**config.mk**
```make
export PLATFORM = sky130hd
export DESIGN_NAME = kan_output_collector
export DESIGN_NICKNAME = d
export VERILOG_FILES = /design/src/rtl/kan_pkg.sv /design/src/rtl/kan_collect_fifo.sv /design/src/rtl/kan_output_collector.sv
export SDC_FILE = /design/constraint.sdc
export NUM_CORES = 2
export LEC_CHECK = 0
export ABC_CLOCK_PERIOD_IN_PS = 11240
export BUFFER_PORTS_ARGS = -buffer_cell sky130_fd_sc_hd__buf_4
export CAP_MARGIN = 20
export CORE_AREA = 4 4 437 439
export CTS_BUF_LIST = sky130_fd_sc_hd__clkbuf_4 sky130_fd_sc_hd__clkbuf_8 sky130_fd_sc_hd__clkbuf_16
export DETAILED_ROUTE_END_ITERATION = 8
export DIE_AREA = 0 0 441 443
export PLACE_DENSITY_LB_ADDON = 0.3
export SLEW_MARGIN = 20
export SYNTH_ARGS = -nofsm -noshare
export SYNTH_HDL_FRONTEND = slang
export SYNTH_SLANG_ARGS = --single-unit
```
**constraint.sdc**
```tcl
create_clock -name clk -period 11.24 [get_ports clk]
set_input_delay 2.248 -clock clk [delete_from_list [all_inputs] [get_ports clk]]
set_output_delay 2.248 -clock clk [all_outputs]
set_load 0.02 [all_outputs]
```
**src/rtl/kan_pkg.sv**
```systemverilog
// rtl/kan_pkg.sv - shared constants and FIFO word type for the KAN output collector
package kan_pkg;

  localparam int KAN_NUM_PES    = 64;
  localparam int KAN_DATA_WIDTH = 16;
  localparam int KAN_PE_IDX_W   = $clog2(KAN_NUM_PES);

  // One collected result: producing PE index plus its data word
  typedef struct packed {
    logic [KAN_PE_IDX_W-1:0]   idx;
    logic [KAN_DATA_WIDTH-1:0] data;
  } kan_result_t;

endpackage

```
**src/rtl/kan_collect_fifo.sv**
```systemverilog
// rtl/kan_collect_fifo.sv - synchronous first-word-fall-through FIFO
module kan_collect_fifo #(
  parameter int WIDTH = 22,
  parameter int DEPTH = 16
) (
  input  logic                     clk,
  input  logic                     rst_n,
  input  logic                     push,
  input  logic [WIDTH-1:0]         push_data,
  input  logic                     pop,
  output logic [WIDTH-1:0]         head,
  output logic                     full,
  output logic                     empty,
  output logic [$clog2(DEPTH):0]   level
);

  localparam int AW = $clog2(DEPTH);
  localparam logic [AW:0] FULL_CNT = (AW+1)'(DEPTH);

  logic [WIDTH-1:0] mem [0:DEPTH-1];
  logic [AW-1:0]    wr_ptr;
  logic [AW-1:0]    rd_ptr;
  logic [AW:0]      count;
  logic             do_push;
  logic             do_pop;

  // A full FIFO still accepts a push when the head leaves in the same cycle
  assign do_pop  = pop && (count != '0);
  assign do_push = push && ((count != FULL_CNT) || do_pop);

  assign head  = mem[rd_ptr];
  assign full  = (count == FULL_CNT);
  assign empty = (count == '0);
  assign level = count;

  // Storage and pointers; storage is cleared so the head reads 0 out of reset
  always_ff @(posedge clk or negedge rst_n) begin
    if (!rst_n) begin
      wr_ptr <= '0;
      rd_ptr <= '0;
      count  <= '0;
      for (int i = 0; i < DEPTH; i++) mem[i] <= '0;
    end else begin
      if (do_push) begin
        mem[wr_ptr] <= push_data;
        wr_ptr      <= wr_ptr + 1'b1;
      end
      if (do_pop) rd_ptr <= rd_ptr + 1'b1;
      case ({do_push, do_pop})
        2'b10:   count <= count + 1'b1;
        2'b01:   count <= count - 1'b1;
        default: count <= count;
      endcase
    end
  end

endmodule

```
**src/rtl/kan_output_collector.sv**
```systemverilog
// rtl/kan_output_collector.sv - PE result capture, round-robin drain, frame tracking; optional stats via KAN_COLLECT_STATS_EN
module kan_output_collector
  import kan_pkg::*;
#(
  parameter int NUM_PES    = KAN_NUM_PES,
  parameter int DATA_WIDTH = KAN_DATA_WIDTH,
  parameter int FIFO_DEPTH = 16,
  parameter int PE_IDX_W   = KAN_PE_IDX_W
) (
  input  logic                          clk,
  input  logic                          rst_n,
  input  logic                          frame_start,
  input  logic [DATA_WIDTH-1:0]         pe_data [0:NUM_PES-1],
  input  logic                          pe_valid [0:NUM_PES-1],
  output logic                          out_valid,
  input  logic                          out_ready,
  output logic [DATA_WIDTH-1:0]         out_data,
  output logic [PE_IDX_W-1:0]           out_pe_idx,
  output logic                          frame_done,
  output logic                          overflow,
  output logic [$clog2(FIFO_DEPTH):0]   fifo_level
`ifdef KAN_COLLECT_STATS_EN
  ,
  output logic [31:0]                   stat_pushes,
  output logic [31:0]                   stat_stall_cycles,
  output logic [15:0]                   stat_overwrites
`endif
);

  logic [NUM_PES-1:0]    valid_vec, prev_valid, rise;
  logic [NUM_PES-1:0]    pending, pending_nxt;
  logic [NUM_PES-1:0]    delivered, delivered_nxt;
  logic [DATA_WIDTH-1:0] cap_reg [0:NUM_PES-1];
  logic [PE_IDX_W-1:0]   rr_ptr, grant_idx;
  logic                  found, grant, ovf_event, pop;
  logic                  fifo_full, fifo_empty;
  kan_result_t           push_word, head_word;
  int                    j;

  // Flatten the per-PE valid levels and detect rising edges
  always_comb begin
    valid_vec = '0;
    for (int i = 0; i < NUM_PES; i++) valid_vec[i] = pe_valid[i];
    rise = valid_vec & ~prev_valid;
  end

  // Round-robin find-first: first pending index at or after rr_ptr, wrapping
  always_comb begin
    found     = 1'b0;
    grant_idx = '0;
    j         = 0;
    for (int k = 0; k < NUM_PES; k++) begin
      j = int'(rr_ptr) + k;
      if (j >= NUM_PES) j = j - NUM_PES;
      if (!found && pending[j]) begin
        found     = 1'b1;
        grant_idx = PE_IDX_W'(j);
      end
    end
    grant = found && !fifo_full;
  end

  // Next pending map; a rise on the index being drained is not an overwrite
  always_comb begin
    pending_nxt = pending;
    ovf_event   = 1'b0;
    if (grant) pending_nxt[grant_idx] = 1'b0;
    for (int i = 0; i < NUM_PES; i++) begin
      if (rise[i]) begin
        if (pending[i] && !(grant && (grant_idx == PE_IDX_W'(i)))) ovf_event = 1'b1;
        pending_nxt[i] = 1'b1;
      end
    end
  end

  // Delivered map: frame_start clears first, a coincident pop then sets its bit
  always_comb begin
    delivered_nxt = frame_start ? '0 : delivered;
    if (pop) delivered_nxt[head_word.idx] = 1'b1;
  end

  assign pop            = !fifo_empty && out_ready;
  assign push_word.idx  = grant_idx;
  assign push_word.data = cap_reg[grant_idx];

  kan_collect_fifo #(
    .WIDTH ($bits(kan_result_t)),
    .DEPTH (FIFO_DEPTH)
  ) u_fifo (
    .clk       (clk),
    .rst_n     (rst_n),
    .push      (grant),
    .push_data (push_word),
    .pop       (pop),
    .head      (head_word),
    .full      (fifo_full),
    .empty     (fifo_empty),
    .level     (fifo_level)
  );

  assign out_valid  = !fifo_empty;
  assign out_data   = head_word.data;
  assign out_pe_idx = head_word.idx;

  // Capture registers, bitmaps, arbiter pointer and sticky frame flags
  always_ff @(posedge clk or negedge rst_n) begin
    if (!rst_n) begin
      prev_valid <= '0;
      pending    <= '0;
      delivered  <= '0;
      rr_ptr     <= '0;
      frame_done <= 1'b0;
      overflow   <= 1'b0;
      for (int i = 0; i < NUM_PES; i++) cap_reg[i] <= '0;
    end else begin
      prev_valid <= valid_vec;
      pending    <= pending_nxt;
      delivered  <= delivered_nxt;
      for (int i = 0; i < NUM_PES; i++) begin
        if (rise[i]) cap_reg[i] <= pe_data[i];
      end
      if (grant) rr_ptr <= (grant_idx == PE_IDX_W'(NUM_PES-1)) ? '0 : grant_idx + 1'b1;
      frame_done <= (frame_start ? 1'b0 : frame_done) | (&delivered_nxt);
      overflow   <= (frame_start ? 1'b0 : overflow) | ovf_event;
    end
  end

`ifdef KAN_COLLECT_STATS_EN
  // Saturating activity counters, cleared per frame
  always_ff @(posedge clk or negedge rst_n) begin
    if (!rst_n) begin
      stat_pushes       <= '0;
      stat_stall_cycles <= '0;
      stat_overwrites   <= '0;
    end else if (frame_start) begin
      stat_pushes       <= '0;
      stat_stall_cycles <= '0;
      stat_overwrites   <= '0;
    end else begin
      if (grant && (stat_pushes != '1)) stat_pushes <= stat_pushes + 1'b1;
      if ((|pending) && fifo_full && (stat_stall_cycles != '1))
        stat_stall_cycles <= stat_stall_cycles + 1'b1;
      if (ovf_event && (stat_overwrites != '1)) stat_overwrites <= stat_overwrites + 1'b1;
    end
  end
`endif

endmodule

```
==> results_dict.tcl <==
set metrics [dict create \
    status "finished, final reports clean" \
    syn-cell-area_um2 86800 \
    min_from "cap_reg[19]" \
    p_sw_share_pct 52.3 \
    clock.fmax_mhz 96.2 \
    ys.warnings.count 0 \
    finalCritPeriodShare_pct 92.5 \
    r2r_start "rr_ptr[1]" \
    drt_first_pass_iters 8 \
    start_util_pct 46.4 \
    cp.arrival_ns 11.08 \
    fp.dieH_um 443 \
    synth_edf_count 0 \
    critPathMaxFanout 39 \
    synthArstFlopShare_pct 100 \
    grt_pass1_vias 78337 \
    synth_ff_type "dfrtp_1" \
    p_per_area_nw_per_um2 379 \
    totalWireLength_um 449000 \
    path_delay_family "simple AND/OR/NAND/NOR gates" \
    cpMostUsedCell "buf_4" \
    cts_resized 0 \
    synth_top_area_share_pct 45.8 \
    internal_power_mw 19.3 \
    nets 10414 \
    fin_tns_setup_ns 0 \
    die_w_um 441 \
    worst_pin_slew_ns 1.28 \
    ctsHoldBuffers 0 \
    critPathLaunchType "register" \
    dieArea_um2 195000 \
    fin_util_pct 57.0 \
    track_usage_pct 44.9 \
    cts_buffers 169 \
    synth_seq_cells 1589 \
    synth_area_leaders "dfrtp_1 (46%), mux2_2 (15%), nand2_1 (7.7%)" \
    clock_latency_ns 0.86 \
    hold_viol 0 \
    clockBufferDepth 3 \
    end_kind "register" \
    finClkSkew_ns 0.0884 \
    gr-total-overflow 0 \
    hpwlAfterDp_um 339000 \
    clk_pin_slew_ns 0.07 \
    root_buffer "clkbuf_16" \
    pwr-share-clk_pct 14.9 \
    rr_worst_depth 22 \
    grt_pass1_wl_um 615000 \
    syn_area_per_cell_um2 10.6 \
    largest_reg_flops 1024 \
    cts_tree "built" \
    drive_above_1_share_pct 37.4 \
    critPathSlowestCell "ha_2" \
    crit_required_ns 11.92 \
    drc 0 \
    relSlewSlack_pct 14.8 \
    place_inst 11617 \
    cp.depth 22 \
    yosys.area.top_type "dfrtp_1" \
    finalNonFillerCells 12032 \
    numPortBuffers 1121 \
    cts_num_sinks 1589 \
    vias 79664 \
    cp-startpoint "rr_ptr[1]" \
    coreArea_um2 187000 \
    htreeDepth 4 \
    yosysUniqueCellTypes 98 \
    yosysSeqAreaShare_pct 45.8 \
    slowest_delay_ns 1.10 \
    drv_cap 0 \
    dr.first_iter.drc_count 11038 \
    vdd.ir_drop.worst_v 0.000327 \
    place.gp.congestion 1.09 \
    area_delta_synth_final_pct 23.1 \
    netlist_top_cells_count "nand2_1 (1780), dfrtp_1 (1589), mux2_2 (1168)" \
    r2r_slack_ns 0.85 \
    synth_fp_nets 9305 \
    grt_setup_unrepaired "false" \
    syn_inst 8185 \
    cts_setup_buffers 0 \
    p_leak_nw 46.9 \
    rows 159 \
    path_buf_inv 5 \
    p_sw_mw 21.2 \
    cp_cell_sequence "inv_2, ha_2, buf_4, mux2i_1, mux2i_1, mux4_2, a22oi_1, and3_1, nand3_1, nor3_2, buf_4, nand4_4, nor3_1, or4_1, o22a_4, buf_4, buf_4, mux2i_1, a211oi_1, o41ai_1, o211a_1, o21ai_0" \
    final-setup-viol-count 0 \
    hold-path-cell-count 2 \
    ios 1122 \
    antenna_found_initial 125 \
    comb_power_share_pct 64.9 \
    r2r_end "u_fifo.mem[74]" \
    grt_max_degree 181 \
    wl_per_cell_um 37.4 \
    antenna_left 0 \
    synth.most_common_cell "nand2_1" \
    hp-class "reg2reg" \
    critical_path_class "reg2reg" \
    via_per_inst 6.62 \
    holdPathEnd "cap_reg[19]" \
    power_frac_seq_pct 20.1 \
    p_total_mw 40.5 \
    drv_slew 0 \
    post-route-min-period_ns 10.39 \
]
[how the worst max path moves through the flow]
stage | endpoint
after floorplan | overflow
after global placement | u_fifo.mem[249]
after detailed placement | u_fifo.mem[74]
after CTS | u_fifo.mem[206]
after global routing | u_fifo.mem[264]
final | u_fifo.mem[74]
[cell families after synthesis]
group | after synthesis | share of synthesized area (%)
adder cells (fa/ha/maj) | 28 | 0.412
flip-flops | 1589 | 45.8
multiplexers | 1602 | 24.3
AO/OA/AOI/OAI | 1354 | 10.4
XOR/XNOR | 94 | 0.957
AND/OR/NAND/NOR | 2824 | 14.7
buffers and inverters | 694 | 3.41
[placed cells by master (no fill, tap or decap), types with 44 or more instances in the layout]
cell type	netlist	final
nand2_1	1780	1776
dfrtp_1	1589	1582
buf_4	26	1522
mux2_2	1168	1168
mux4_2	289	289
and3_1	268	268
o21ai_0	270	268
a31oi_1	248	246
a21oi_1	220	220
nor2_1	192	186
clkbuf_16	0	170
mux2i_1	140	139
a22oi_1	124	124
nand3_1	132	122
diode_2	0	105
o2bb2ai_1	68	68
xnor2_1	80	66
nand4_1	65	65
nand2b_1	67	63
nor3_1	55	55
buf_12	0	50
clkbuf_4	0	49
nor2b_4	0	47
inv_1	47	45
o211ai_1	45	45
clkbuf_8	0	44
[metal layers]
metal | up-vias | GRT usage [%] | share of wire (%)
li1 | 32041 | - | -
met1 | 40394 | 54.3 | 35
met2 | 5615 | 65.0 | 43
met3 | 1578 | 13.7 | 12
met4 | 36 | 38.5 | 11
met5 | - | 0 | 0.055
[cell type report]
type	count	area [µm²]
fillers	15822	80400
multi-input cells	5902	44800
flip-flops and latches	1589	39800
repair buffers	1578	12500
clock buffers	263	5230
well taps	2495	3120
clock inverters	46	815
diodes	105	263
inverters	54	218
[power groups by stage]
stage | clock [mW] | sequential, mW | combinational (mW)
finish | 6.04 | 8.16 | 26.3
global route | 6.28 | 8.25 | 26.9
CTS | 6.04 | 8.09 | 25.3
detailed placement | 0 | 8.18 | 25.2
global placement | 0 | 8.10 | 25.1
floorplan | 0 | 7.62 | 13.9
[through the flow]
step	area, µm²	hold WS (ns)	setup WS, ns
finish	107000	0.473	0.847
global route	107000	0.493	0.460
CTS	106000	0.476	1.14
detailed placement	100000	0.462	1.20
global placement	100000	0.456	1.22
floorplan	86800	0.437	2.00
[worst reg2reg max path, delay by kind of cell, from the launching register on]
kind | cells | cell delay [ns]
and+or+nand+nor | 6 | 2.87
buffers and inverters | 5 | 1.75
adders and majority gates | 1 | 1.10
DFF | 1 | 0.70
AOI/OAI and AO/OA | 6 | 2.20
muxes | 4 | 1.60
Power figures use the tool's default switching activity.
